==> src/rtl/downsampler_pkg.sv <==
// rtl/downsampler_pkg.sv - shared constants and ratio helpers for the multichannel downsampler
package downsampler_pkg;

    localparam int DEF_DATA_WIDTH = 16;
    localparam int DEF_NUM_CH     = 2;
    localparam int DEF_MAX_R      = 16;
    localparam int DEF_RATIO      = 4;
    localparam int DEF_FIFO_DEPTH = 4;

    function automatic int ratio_width(input int max_r);
        return $clog2(max_r + 1);
    endfunction

    // Out-of-range requests fall back to pass-through rather than stalling the phase counter.
    function automatic int clamp_ratio(input int raw, input int max_r);
        return (raw < 1 || raw > max_r) ? 1 : raw;
    endfunction

endpackage

==> src/rtl/samp_fifo.sv <==
// rtl/samp_fifo.sv - synchronous frame buffer with registered pointers and full/empty flags
module samp_fifo #(
    parameter int WIDTH = 32,
    parameter int DEPTH = 4,
    localparam int AW = $clog2(DEPTH)
) (
    input  logic             clk,
    input  logic             reset_n,
    input  logic             clear,
    input  logic             push,
    input  logic [WIDTH-1:0] push_data,
    input  logic             pop,
    output logic [WIDTH-1:0] head_data,
    output logic             full,
    output logic             empty
);

    localparam logic [AW:0] PTR_ONE = (AW + 1)'(1);

    logic [WIDTH-1:0] mem [DEPTH];
    logic [AW:0]      wr_ptr;
    logic [AW:0]      rd_ptr;
    logic             do_push;
    logic             do_pop;

    assign empty     = (wr_ptr == rd_ptr);
    assign full      = (wr_ptr[AW] != rd_ptr[AW]) && (wr_ptr[AW-1:0] == rd_ptr[AW-1:0]);
    assign do_pop    = pop && !empty;
    // A pop in the same cycle frees the slot the push needs, even when full.
    assign do_push   = push && (!full || do_pop);
    assign head_data = empty ? '0 : mem[rd_ptr[AW-1:0]];

    always_ff @(posedge clk or negedge reset_n) begin
        if (!reset_n) begin
            wr_ptr <= '0;
            rd_ptr <= '0;
        end else if (clear) begin
            wr_ptr <= '0;
            rd_ptr <= '0;
        end else begin
            if (do_push) wr_ptr <= wr_ptr + PTR_ONE;
            if (do_pop)  rd_ptr <= rd_ptr + PTR_ONE;
        end
    end

    always_ff @(posedge clk) begin
        if (do_push && !clear) mem[wr_ptr[AW-1:0]] <= push_data;
    end

endmodule

==> src/rtl/multichan_downsampler.sv <==
// rtl/multichan_downsampler.sv - keeps one of every N input frames across all lanes into a frame buffer
module multichan_downsampler
    import downsampler_pkg::*;
#(
    parameter int DATA_WIDTH_INP = DEF_DATA_WIDTH,
    parameter int NUM_CH         = DEF_NUM_CH,
    parameter int MAX_R          = DEF_MAX_R,
    parameter int DEFAULT_R      = DEF_RATIO,
    parameter int FIFO_DEPTH     = DEF_FIFO_DEPTH,
    localparam int RW            = ratio_width(MAX_R),
    localparam int FW            = NUM_CH * DATA_WIDTH_INP
) (
    input  logic          clk,
    input  logic          reset_n,
    input  logic          clear,
    input  logic [RW-1:0] cfg_ratio,
    input  logic          cfg_load,
    input  logic [FW-1:0] inp_samp_data,
    input  logic          inp_samp_str,
    output logic [FW-1:0] out_samp_data,
    output logic          out_samp_valid,
    input  logic          out_samp_ready,
    output logic          overflow,
    output logic [RW-1:0] active_ratio
);

    localparam logic [RW-1:0] ONE       = RW'(1);
    localparam logic [RW-1:0] RESET_R   = RW'(DEFAULT_R);

    logic [RW-1:0] phase;
    logic [RW-1:0] pending;
    logic [RW-1:0] load_val;
    logic [RW-1:0] eff_ratio;
    logic          idle;
    logic          wrap;
    logic          pop;
    logic          full;
    logic          empty;

    assign load_val  = cfg_load ? RW'(clamp_ratio(int'(cfg_ratio), MAX_R)) : pending;
    // Before the first strobe nothing is mid-period, so a fresh load governs immediately.
    assign eff_ratio = (idle && cfg_load) ? load_val : active_ratio;
    assign wrap      = inp_samp_str && (phase == eff_ratio - ONE);

    assign out_samp_valid = !empty;
    assign pop            = out_samp_valid && out_samp_ready;

    always_ff @(posedge clk or negedge reset_n) begin
        if (!reset_n) begin
            phase        <= '0;
            pending      <= RESET_R;
            active_ratio <= RESET_R;
            idle         <= 1'b1;
            overflow     <= 1'b0;
        end else if (clear) begin
            phase        <= '0;
            pending      <= RESET_R;
            active_ratio <= RESET_R;
            idle         <= 1'b1;
            overflow     <= 1'b0;
        end else begin
            pending <= load_val;
            if (inp_samp_str) begin
                idle <= 1'b0;
                if (wrap) begin
                    phase        <= '0;
                    active_ratio <= load_val;
                end else begin
                    phase <= phase + ONE;
                end
            end else if (idle && cfg_load) begin
                active_ratio <= load_val;
            end
            if (wrap && full && !pop) overflow <= 1'b1;
        end
    end

    samp_fifo #(
        .WIDTH (FW),
        .DEPTH (FIFO_DEPTH)
    ) u_fifo (
        .clk       (clk),
        .reset_n   (reset_n),
        .clear     (clear),
        .push      (wrap),
        .push_data (inp_samp_data),
        .pop       (pop),
        .head_data (out_samp_data),
        .full      (full),
        .empty     (empty)
    );

endmodule
==> config.mk <==
export PLATFORM = sky130hd
export DESIGN_NAME = multichan_downsampler
export DESIGN_NICKNAME = d
export VERILOG_FILES = /design/src/rtl/downsampler_pkg.sv /design/src/rtl/samp_fifo.sv /design/src/rtl/multichan_downsampler.sv
export SDC_FILE = /design/constraint.sdc
export NUM_CORES = 1
export LEC_CHECK = 0
export BUFFER_PORTS_ARGS = -buffer_cell sky130_fd_sc_hd__buf_2
export CORE_MARGIN = 2
export CORE_UTILIZATION = 44
export CTS_BUF_LIST = sky130_fd_sc_hd__clkbuf_4 sky130_fd_sc_hd__clkbuf_8 sky130_fd_sc_hd__clkbuf_16
export DETAILED_ROUTE_END_ITERATION = 6
export PLACE_DENSITY = 0.63
export SLEW_MARGIN = 20
export SYNTH_ARGS = -nofsm -noshare
export SYNTH_HDL_FRONTEND = slang
export SYNTH_HIERARCHICAL = 1
export SYNTH_SLANG_ARGS = --single-unit
==> constraint.sdc <==
create_clock -name clk -period 16.12 [get_ports clk]
set_clock_uncertainty 0.15 [all_clocks]
set_input_delay 2.418 -clock clk [delete_from_list [all_inputs] [get_ports clk]]
set_output_delay 2.418 -clock clk [all_outputs]
set_load 0.05 [all_outputs]
Yosys cells after proc, flatten, opt, wreduce, memory -nomap -nowiden
Memory sizes are Yosys's and may differ from the RTL's.
Index checks and enable logic that the tools add are counted.
Widths: inputs -> output; s select.
- output and inout bits: 39
- memories kept: 1
- bits in registers: 23
- memory bits (writable): 128
- bits of input ports: 43
- logic and storage cells: 59
- magnitude comparators: 2
- reduce and logical (&&, ||, !) cells: 19
- add/subtract/negate cells: 4
- eq/ne operators: 5
- multiplexer cells: 21
- memory list (memory ; depth ; bits a word ; read ports ; clocked after memory_dff ; write ports ; RTL line ; source):
    u_fifo.mem ; 4 ; 32 ; 1 ; 0 ; 1 ; samp_fifo.sv:20 ; logic [WIDTH-1:0] mem [DEPTH];
- operator list (operator ; count):
    $mux 5 ; 10
    $mux 32 ; 1
    $mux 3 ; 4
    $logic_and 1x1->1 ; 9
    $reduce_bool 2->1 ; 4
    $add 3x1->3 const B ; 2
    $mux 1 ; 6
    $add 5x1->5 const B ; 1
    $eq 5x5->1 ; 1
    $gt 5x5->1 const B ; 1
    $lt 5x1->1 const B ; 1
    $sub 5x1->5 const B ; 1
    $logic_not 1->1 ; 4
    $eq 3x3->1 ; 1
    $ne 3x2->1 const B ; 1
    $eq 2x2->1 ; 1
    $logic_or 1x1->1 ; 2
    $ne 1x1->1 ; 1

Depth between registers and ports, before layout
Gate-level depths: netlist of run 1.
- depth after elaboration: 12
- gate-level depth with buffers: 11
- mapped depth without buffers: 9

Modules after synthesis
Netlist of run 1, hierarchy kept.
- by module, submodules not included (module ; area an instance (um^2) ; cells an instance ; seq. area each (um^2) ; times used):
    samp_fifo ; 5358.9 ; 257 ; 3993.8 ; 1
    multichan_downsampler ; 1241.2 ; 142 ; 429.2 ; 1

Worst setup path before layout of run 1
OpenSTA, ideal clock, no wires.
- kind: input to register
- from: input port cfg_ratio[4]
- to: memory u_fifo.mem[1][0] (enable)
- stages on the path: 10
- path buffers: 2
- arrival time: 7.469 ns
- library setup time: 0.513 ns
- data required time: 15.457 ns
- setup slack: 7.988 ns
- cell sequence: buf_2 > nor4_4 > nor4_4 > o211ai_2 > mux2i_1 > o32ai_4 > buf_4 > nor2_1 > inv_1 > nor4b_1
- word-level cells in the longest chain between the ends: 12
- elaborated cells between the ends (all ways): 13
- those cells by class: add/sub: 1; order compare: 2; eq/ne: 1; mux: 5; reduce/logical: 4
- ends and longest elaborated chain (what ; RTL line ; source):
    start: declaration ; multichan_downsampler.sv:16 ; input logic [RW-1:0] cfg_ratio,
    $lt 5x1->1 or $gt 5x5->1 (tied branches) ; downsampler_pkg.sv:16 ; return (raw < 1 || raw > max_r) ? 1 : raw;
    $logic_or 1x1->1 ; downsampler_pkg.sv:16 ;
    $mux 5 * ; downsampler_pkg.sv:16 ;
    $mux 5 * ; multichan_downsampler.sv:40 ; assign load_val = cfg_load ? RW'(clamp_ratio(int'(cfg_ratio), MAX_R)) : pending;
    $mux 5 * ; - ;
    $sub 5x1->5 * ; multichan_downsampler.sv:43 ; assign wrap = inp_samp_str && (phase == eff_ratio - ONE);
    $eq 5x5->1 * ; multichan_downsampler.sv:43 ;
    $logic_and 1x1->1 * ; multichan_downsampler.sv:43 ;
    named net wrap ; multichan_downsampler.sv:35 ; logic wrap;
    $logic_and 1x1->1 * ; samp_fifo.sv:30 ; assign do_push = push && (!full || do_pop);
    $logic_and 1x1->1 * ; samp_fifo.sv:47 ; if (do_push && !clear) mem[wr_ptr[AW-1:0]] <= push_data;
    $mux 1 * ; samp_fifo.sv:47 ;
    $mux 1 (not written as such) * ; samp_fifo.sv:47 ;
    end: declaration ; samp_fifo.sv:20 ;
The timed path passes the listed nets; every way through them passes the cells marked *.

Final worst setup path of run 1
- from: register u_fifo.rd_ptr[1]
- to: output port out_samp_data[28]
- word-level cells in the longest chain between the ends: 2
- elaborated cells between the ends (all ways): 3
- those cells by class: eq/ne: 1; mux: 1; memory: 1
- ends and longest elaborated chain (what ; RTL line ; source):
    start: declaration ; samp_fifo.sv:22 ; logic [AW:0] rd_ptr;
    start signal: assignment ; samp_fifo.sv:42 ; if (do_pop) rd_ptr <= rd_ptr + PTR_ONE;
    $eq 3x3->1 ; samp_fifo.sv:26 ; assign empty = (wr_ptr == rd_ptr);
    named net empty ; multichan_downsampler.sv:38 ; logic empty;
    $mux 32 ; samp_fifo.sv:31 ; assign head_data = empty ? '0 : mem[rd_ptr[AW-1:0]];
    end: declaration ; multichan_downsampler.sv:20 ; output logic [FW-1:0] out_samp_data,
The timed path passes the listed nets, and every way through them passes these cells.

==> results of run 1 <==
-- cells by family (layout without fill, tap and decap cells) --
family / after synthesis / count (layout) / synth area share
buffers and inverters: 36 / 135 / 0.0273
XOR/XNOR: 6 / 6 / 0.00910
AND/OR/NAND/NOR: 113 / 113 / 0.104
multiplexers: 41 / 41 / 0.124
flip-flops: 151 / 151 / 0.670
AO/OA/AOI/OAI: 46 / 46 / 0.0546
adder cells (fa/ha/maj): 6 / 6 / 0.0114
-- area by class of cell --
| type | count | area [µm²] | area share |
|---|---|---|---|
| flip-flops and latches | 151 | 4430 | 0.572 |
| multi-input cells | 212 | 2020 | 0.261 |
| repair buffers | 89 | 465 | 0.0601 |
| clock buffers | 18 | 433 | 0.0559 |
| well taps | 184 | 230 | 0.0297 |
| clock inverters | 14 | 110 | 0.0142 |
| inverters | 14 | 52.6 | 0.00679 |
-- Yosys cell counts, drive strengths merged, types with 4 or more instances --
| cell | number | area (µm²) |
|---|---|---|
| nand3 | 8 | 40.0 |
| a21oi | 10 | 50.1 |
| o211ai | 4 | 35.0 |
| buf | 15 | 100 |
| mux2 | 4 | 45.0 |
| nor4b | 5 | 43.8 |
| edfxtp | 128 | 3840 |
| ha | 6 | 75.1 |
| mux4 | 32 | 721 |
| clkbuf | 7 | 27.5 |
| o21ai | 5 | 25.0 |
| nor2 | 15 | 56.3 |
| inv | 14 | 52.6 |
| a31oi | 5 | 31.3 |
| nor2b | 37 | 231 |
| nand2b | 4 | 25.0 |
| mux2i | 5 | 50.1 |
| nor3 | 10 | 60.1 |
| dfrtp | 20 | 500 |
| nand2 | 15 | 56.3 |
-- metal layers --
metal  global-route usage  up-vias  routed length (µm)
met5                    0        -                   0
met4               0.0646        0                 184
met3               0.0557       15                 725
met2                0.275       79                6300
met1                0.214     1933                5580
li1                     -     1725                   -
-- final timing paths --
path                             startpoint                end  slack (ns)
min                                overflow           overflow        0.36
max in group asynchronous           reset_n   u_fifo/rd_ptr[1]       13.61
max reg2reg                            idle  u_fifo/mem[0][14]       12.26
max                        u_fifo/rd_ptr[1]  out_samp_data[28]       10.45
min reg2reg                        overflow           overflow        0.36
min in group asynchronous           reset_n           overflow        1.83
-- layout by cell type, fill, tap and decap left out, drive strengths merged, types with 5 or more instances in the layout --
master  instances
nor4b           5
edfxtp        128
o21ai           5
nor2b          37
ha              6
dfrtp          20
buf            89
mux4           32
nand3           8
nor3           10
a31oi           5
a21oi          10
nor2           15
clkbuf         18
mux2i           5
nand2          15
inv            15
clkinv         10
-- through the flow --
step,instances,area [µm²]
finish,682,7740
detailed placement,650,7200
floorplan,399,6600
global route,682,7740
CTS,682,7740
global placement,650,7200
-- power by group through the flow --
stage	sequential [mW]	combinational [mW]	clock, mW
floorplan	0.442	0.0726	0
global placement	0.440	0.105	0
detailed placement	0.441	0.106	0
CTS	0.433	0.106	0.367
global route	0.433	0.113	0.384
finish	0.433	0.105	0.359
-- flip-flops by register name, summed over array words and instances, names as in the netlist --
name,cells
active_ratio,5
idle,1
overflow,1
pending,5
phase,5
u_fifo/mem,128
u_fifo/rd_ptr,3
u_fifo/wr_ptr,3
-- tightest hold or removal path, delay by kind of cell (launching register included) --
kind	cells	cell delay, ns
buf+inv	1	0.05
compound gates	1	0.05
flops	1	0.37
==> results.py, run 1 <==
metrics = {
    "grt": {
        "grt_pass1_wl_um": 20500,
        "grt_pass1_vias": 3921,
        "antenna_found_initial": 0,
        "gr-total-overflow": 0,
        "grt_max_degree": 37,
        "grt_usage": 0.170,
    },
    "pwr": {
        "intPower_uw": 668,
        "p_seq_frac": 0.483,
        "p_per_area_nw_per_um2": 116,
        "p_leak_nw": 2.75,
        "finalPower_uw": 896,
        "combPwrFrac": 0.117,
        "switching_power_uw": 229,
        "switching_share": 0.255,
        "ir_drop_uv": 99.0,
        "power_frac_clock": 0.400,
    },
    "sta": {
        "rsz0062_at_grt": "no",
        "worst_slack_ns": 10.45,
        "final_min_period_over_clock_period": 0.352,
        "tns_ns": 0,
        "holdWs_ns": 0.362,
        "finalCriticalPeriod_ns": 5.67,
        "hold_viol": 0,
        "maxSlewHeadroom": 0.350,
        "worst_pin_slew_ns": 0.975,
        "setup_viol_count_final": 0,
        "fmax_mhz": 176,
        "finalMaxSlewViolations": 0,
    },
    "cells_and_area": {
        "area_growth_syn_to_layout_pct": 17.3,
        "n_antenna_cell": 0,
        "fillCellCount": 1166,
        "postLayoutCoreUtil": 0.531,
        "layout-drive-gt1-share": 0.345,
        "layout.nets": 534,
    },
    "routing": {
        "wire_per_inst_um": 18.8,
        "drcViolationCount": 0,
        "via_per_inst": 5.50,
        "drtIter0Drc": 219,
        "drtAntennaViolNets": 0,
        "firstDrtPassIters": 5,
        "vias": 3752,
        "drt_wl_total_um": 12800,
    },
    "floorplanning": {
        "core-area_um2": 14600,
        "die_area_um2": 16000,
        "die_y_um": 126,
        "num_rows": 44,
        "boundaryPins": 82,
        "initial_core_util": 0.452,
        "fp.dieW_um": 126,
    },
    "critical_path": {
        "reg2reg_depth": 9,
        "path_buf_inv": 2,
        "critPathArrivalTime_ns": 3.10,
        "crit_cells": 5,
        "cp.required_ns": 13.55,
        "crit_path_max_fanout": 36,
        "critPathLaunchType": "register",
        "cp_cell_sequence": "xor2_1 -> nor3_4 -> buf_4 -> nor2b_1 -> buf_2",
        "cpLargestDelayFamily": "flip-flops",
        "endpoint_kind": "output pin",
        "slowest_stage": "dfrtp_2",
        "crit_type": "register to output pin",
        "slowest_delay_ns": 1.01,
    },
    "clock_tree": {
        "cts_resized": 0,
        "cts_tree": "done",
        "htree_levels": 4,
        "clkTransAtPathRegs_ns": 0.06,
        "clock_latency_ns": 0.42,
        "cts_made_buffers": 17,
        "root_buffer": "clkbuf_16",
        "postCtsSetupBuffers": 0,
        "cts_sinks": 151,
        "ctsHoldBuffers": 0,
        "cts.path.max_buffers": 2,
    },
    "flow_run": {
        "cap_viol_max_count": 0,
    },
    "placement": {
        "pre_cts_ws_ns": 10.17,
        "hpwl_um": 8100,
        "gp_congestion": 0.853,
        "io_buffers": 81,
    },
    "synthesis": {
        "syn-num-nets": 448,
        "syn-instance-count": 399,
        "ys_ff_latch": 151,
        "yosys_warnings": 6,
        "synth.cell_area_um2": 6600,
        "synth-async-reset-ratio": 0.152,
        "ys_seq_area_frac": 0.670,
        "yosysUniqueCellTypes": 61,
        "synth_edf_count": 128,
        "synth.avg_cell_area_um2": 16.5,
        "synth_ff_type": "edfxtp_1",
    },
    "run_status": {
        "status": "finished, final reports clean",
    },
    "worst_hold_path": {
        "hold_class": "register to register",
        "min_path_cells": 2,
    },
}
Note: power is estimated with default switching activity, not from simulation.
==> run 2: changes to the inputs <==
==> constraint.sdc (replaced) <==
create_clock -name clk -period 5.4 [get_ports clk]
set_clock_uncertainty 0.15 [all_clocks]
set_input_delay 0.81 -clock clk [delete_from_list [all_inputs] [get_ports clk]]
set_output_delay 0.81 -clock clk [all_outputs]
set_load 0.05 [all_outputs]
==> run 2 against run 1 <==
Setup slack lost 8.9 ns; non-clock buffer count up 1; sequential share of layout area down 0.40 points; routed wire length increased by 0.21%; register-to-register slack got worse by 11 ns; combinational power rose to 3.0 times the previous value; global-route usage grew 0.16 points; core utilization grew 0.38 points; first-iteration DRC count rose by 4.6%; worst hold slack got worse by 0.14 ns; final cell count rose by 0.15%; critical path depth increased by 5; critical endpoint is now u_fifo/mem[0][21].
==> results.py, run 2 (synthesis results as in run 1) <==
metrics = {
    "run_status": {
        "status": "finished, final reports clean",
    },
    "critical_path": {
        "critPathLaunch": "cfg_load",
        "cp.required_ns": 5.29,
        "crit_end": "u_fifo/mem[0][21]",
        "worstReg2RegStart": "idle",
        "crit_type": "primary input to register",
        "endpoint_kind": "register",
        "regToRegSetupSlack_ns": 1.58,
        "reg2reg_to": "u_fifo/mem[0][21]",
        "reg2reg_depth": 9,
        "crit_path_max_fanout": 32,
        "critPathArrivalTime_ns": 3.76,
        "critPathLaunchType": "primary input",
    },
    "sta": {
        "fmax_mhz": 258,
        "final_min_period_over_clock_period": 0.717,
        "hold_viol": 0,
        "maxSlewHeadroom": 0.424,
        "worst_slack_ns": 1.53,
        "finalCriticalPeriod_ns": 3.87,
        "finalMaxSlewViolations": 0,
        "setup_viol_count_final": 0,
        "worst_pin_slew_ns": 0.864,
        "tns_ns": 0,
        "rsz0062_at_grt": "no",
    },
    "grt": {
        "top_usage_layer": "met2",
        "grt_pass1_vias": 3912,
        "met3_usage": 0.0574,
        "grtUsageMet2": 0.275,
        "grt_max_degree": 37,
        "grt_pass1_wl_um": 20700,
        "use_met1": 0.216,
        "antenna_found_initial": 0,
        "grt_usage": 0.171,
        "gr-total-overflow": 0,
    },
    "floorplanning": {
        "core-area_um2": 14600,
        "fp.dieW_um": 126,
        "boundaryPins": 82,
        "initial_core_util": 0.452,
        "num_rows": 44,
        "die_y_um": 126,
        "die_area_um2": 16000,
    },
    "cells_and_area": {
        "regArea_um2": 4430,
        "largest_register_ffs": 128,
        "final_common_cell": "edfxtp_1",
        "layout.nets": 535,
        "n_antenna_cell": 0,
        "layout-drive-gt1-share": 0.351,
        "multi_input_area_um2": 2020,
        "final_cells": 683,
        "layout_common_cells": "edfxtp_1 (128), buf_2 (81), nor2b_1 (37)",
        "fillCellCount": 1175,
        "area_growth_syn_to_layout_pct": 18.1,
    },
    "routing": {
        "drtAntennaViolNets": 0,
        "via_per_inst": 5.50,
        "drcViolationCount": 0,
        "vias": 3757,
        "wire_per_inst_um": 18.8,
        "drtIter0Drc": 229,
        "firstDrtPassIters": 4,
        "drt_wl_total_um": 12800,
    },
    "placement": {
        "io_buffers": 81,
        "dp_cells": 651,
        "gp_congestion": 0.853,
        "pre_cts_ws_ns": 1.05,
        "hpwl_um": 8060,
    },
    "pwr": {
        "power_frac_clock": 0.420,
        "p_seq_frac": 0.467,
        "ir_drop_uv": 260,
        "switching_share": 0.245,
        "p_leak_nw": 2.78,
        "intPower_mw": 2.09,
        "combPwrFrac": 0.113,
        "p_per_area_nw_per_um2": 355,
        "switching_power_uw": 677,
    },
    "clock_tree": {
        "htree_levels": 4,
        "ctsHoldBuffers": 0,
        "cts_made_buffers": 17,
        "clock_latency_ns": 0.41,
        "cts_resized": 0,
        "postCtsSetupBuffers": 0,
        "clkTransAtPathRegs_ns": 0.06,
        "cts.path.max_buffers": 2,
        "cts_tree": "done",
        "cts_sinks": 151,
        "root_buffer": "clkbuf_16",
    },
    "worst_hold_path": {
        "hold_class": "primary input to asynchronous set/reset pin",
    },
    "flow_run": {
        "cap_viol_max_count": 0,
    },
}
==> run 2: routing by layer <==
metal	vias to the layer above	share of wire
li1	1741	-
met1	1908	0.43
met2	94	0.49
met3	14	0.059
met4	0	0.012
met5	-	0
==> run 2: worst min-delay path by stage <==
stage / depth (start not counted) / startpoint / endpoint / slack (ns)
2_1_floorplan: 0 / reset_n / active_ratio[0] / 0.36
3_3_place_gp: 2 / overflow / overflow / 0.36
3_5_place_dp: 2 / overflow / overflow / 0.36
4_1_cts: 1 / reset_n / overflow / 0.21
5_1_grt: 1 / reset_n / u_fifo/rd_ptr[0] / 0.25
6_report: 1 / reset_n / u_fifo/wr_ptr[2] / 0.22
==> run 2: stage by stage <==
step,util,hold slack (ns),total power [mW],area (µm²)
floorplan,-,0.364,1.54,6600
global placement,0.494,0.356,1.63,7200
detailed placement,0.494,0.358,1.63,7200
CTS,0.534,0.212,2.80,7790
global route,0.534,0.248,2.86,7790
finish,0.534,0.220,2.77,7790
==> run 2: layout make-up <==
cell class | count | share of cell area
clock buffers | 18 | 0.0555
clock inverters | 14 | 0.0202
inverters | 14 | 0.00674
multi-input cells | 212 | 0.260
flip-flops and latches | 151 | 0.568
well taps | 184 | 0.0295
repair buffers | 90 | 0.0607
==> run 2: power by group through the flow <==
stage / registers [mW] / clock network [mW] / logic [mW]
floorplan: 1.32 / 0 / 0.217
global placement: 1.31 / 0 / 0.312
detailed placement: 1.32 / 0 / 0.317
CTS: 1.29 / 1.19 / 0.318
global route: 1.29 / 1.23 / 0.338
finish: 1.29 / 1.16 / 0.313
==> run 2: worst max-delay path: stages <==
cell	delay, ns
buf_2	0.26
nand2_1	0.24
a221oi_1	0.48
o211ai_1	0.13
mux2i_1	0.24
o32ai_4	0.23
nor2_1	0.18
inv_1	0.13
a41oi_2	0.23
and3_2	0.80
==> run 3: changes to the inputs <==
--- a/config.mk
+++ b/config.mk
@@ -10,7 +10,7 @@
 export CORE_UTILIZATION = 44
 export CTS_BUF_LIST = sky130_fd_sc_hd__clkbuf_4 sky130_fd_sc_hd__clkbuf_8 sky130_fd_sc_hd__clkbuf_16
 export DETAILED_ROUTE_END_ITERATION = 6
-export PLACE_DENSITY = 0.63
+export PLACE_DENSITY = 0.66
 export SLEW_MARGIN = 20
 export SYNTH_ARGS = -nofsm -noshare
 export SYNTH_HDL_FRONTEND = slang
==> constraint.sdc (replaced) <==
create_clock -name clk -period 3.4 [get_ports clk]
set_clock_uncertainty 0.15 [all_clocks]
set_input_delay 0.51 -clock clk [delete_from_list [all_inputs] [get_ports clk]]
set_output_delay 0.51 -clock clk [all_outputs]
set_load 0.05 [all_outputs]
==> run 3 against run 2 <==
Combinational power is 64% higher; setup slack got worse by 1.1 ns; routed wire length decreased by 1.7%; core utilization up 0.75 points; largest power group unchanged; total power is 54% higher; global-route usage shrank 0.46 points; critical endpoint is now u_fifo/mem[2][23]; largest cell class unchanged; count of clock-buffer cells in the layout stayed put; flip-flop and latch count unchanged.
==> results.py, run 3 (synthesis results as in run 1) <==
metrics = {
    "floorplanning": {
        "initial_core_util": 0.452,
        "die_area_um2": 16000,
        "boundaryPins": 82,
        "core-area_um2": 14600,
        "die_y_um": 126,
        "fp.dieW_um": 126,
        "num_rows": 44,
    },
    "clock_tree": {
        "cts_tree": "done",
        "cts_sinks": 151,
        "root_buffer": "clkbuf_16",
        "cts.path.max_buffers": 2,
        "clkTransAtPathRegs_ns": 0.06,
        "clock_latency_ns": 0.42,
        "cts_made_buffers": 17,
        "htree_levels": 4,
        "cts_resized": 0,
    },
    "run_status": {
        "status": "finished, final reports clean",
    },
    "cells_and_area": {
        "fillCellCount": 1159,
        "postLayoutCoreUtil": 0.542,
        "multi_input_area_um2": 2070,
        "final_common_cell": "edfxtp_1",
        "area_growth_syn_to_layout_pct": 19.8,
        "layout.nets": 541,
        "regArea_um2": 4430,
        "layout-drive-gt1-share": 0.365,
        "n_antenna_cell": 0,
        "layout_common_cells": "edfxtp_1 (128), buf_2 (81), nor2b_1 (37)",
        "final_cells": 688,
        "largest_register_ffs": 128,
    },
    "pwr": {
        "ir_drop_uv": 314,
        "p_leak_nw": 2.80,
        "p_per_area_nw_per_um2": 540,
        "finalPower_mw": 4.27,
    },
    "critical_path": {
        "cp.required_ns": 3.36,
        "worstReg2RegStart": "idle",
        "crit_path_max_fanout": 11,
        "reg2reg_to": "u_fifo/mem[2][23]",
        "reg2reg_depth": 9,
        "critPathLaunch": "idle",
        "crit_type": "register to register",
        "endpoint_kind": "register",
        "regToRegSetupSlack_ns": 0.41,
        "critPathLaunchType": "register",
        "critPathArrivalTime_ns": 2.95,
    },
    "sta": {
        "tns_ns": 0,
        "final_min_period_over_clock_period": 0.880,
        "maxSlewHeadroom": 0.571,
        "setup_viol_count_final": 0,
        "finalMaxSlewViolations": 0,
        "worst_pin_slew_ns": 0.644,
        "rsz0062_at_grt": "no",
        "finalCriticalPeriod_ns": 2.99,
        "hold_viol": 0,
        "fmax_mhz": 334,
    },
    "routing": {
        "drcViolationCount": 0,
        "wire_per_inst_um": 18.3,
        "drtAntennaViolNets": 0,
        "vias": 3737,
        "drtIter0Drc": 196,
        "drt_wl_total_um": 12600,
        "via_per_inst": 5.43,
        "firstDrtPassIters": 6,
    },
    "grt": {
        "grt_pass1_vias": 3875,
        "grt_usage": 0.167,
        "antenna_found_initial": 1,
        "gr-total-overflow": 0,
        "grt_max_degree": 36,
        "grt_pass1_wl_um": 20200,
    },
    "placement": {
        "gp_congestion": 0.817,
        "dp_cells": 656,
        "hpwl_um": 8030,
        "io_buffers": 81,
    },
    "worst_hold_path": {
        "hold_class": "primary input to register",
        "hold_start": "inp_samp_data[5]",
        "min_path_cells": 1,
        "holdPathEnd": "u_fifo/mem[0][5]",
    },
    "flow_run": {
        "cap_viol_max_count": 0,
    },
}
==> run 3: area by class of cell <==
class / count / share of cell area
Clock buffer: 18 / 0.0548
Clock inverter: 13 / 0.0138
Inverter: 14 / 0.00696
Multi-Input combinational cell: 212 / 0.262
Sequential cell: 151 / 0.560
Tap cell: 184 / 0.0291
Timing Repair Buffer: 96 / 0.0738
==> run 3: what timing repair did <==
| action | CTS | global route |
|---|---|---|
| setup buffers | 0 | 0 |
| endpoints found under the hold margin | 20 | 0 |
| hold buffers | 1 | 0 |
==> run 3: metrics by stage <==
step / hold WS (ns) / setup slack (ns) / area [µm²]
floorplan: 0.0644 / -0.378 / 6670
global placement: 0.350 / 0.184 / 7350
detailed placement: 0.352 / 0.119 / 7350
CTS: 0.142 / 0.413 / 7910
global route: 0.147 / 0.235 / 7910
finish: 0.152 / 0.409 / 7910
==> run 3: critical path: stages (launching register included) <==
cell and delay (ns):
dfstp_2 0.62, nand2_2 0.16, a32o_1 0.32, or2_1 0.25
nor3_2 0.18, o32ai_4 0.14, nor2_4 0.15, inv_4 0.08
nor4b_4 0.35, buf_4 0.28
==> run 3: metal layers <==
layer	vias up	global-route usage	routed length, µm
li1	1736	-	-
met1	1890	0.216	5660
met3	16	0.0464	569
met5	-	0	7
met2	93	0.272	6190
met4	2	0.0601	173
==> run 3: power breakdown <==
group / internal, mW / leakage, nW / switching, mW
Combinational: 0.140 / 1.09 / 0.373
Sequential: 2.03 / 1.45 / 0.0182
Clock: 1.00 / 0.256 / 0.702
Total: 3.18 / 2.80 / 1.09
==> run 3: worst max-delay path by stage <==
stage,end
after floorplan,u_fifo/mem[1][0]
final,u_fifo/mem[2][23]
after CTS,u_fifo/mem[0][22]
after global routing,u_fifo/mem[0][28]
after detailed placement,u_fifo/mem[0][14]
after global placement,u_fifo/mem[3][24]
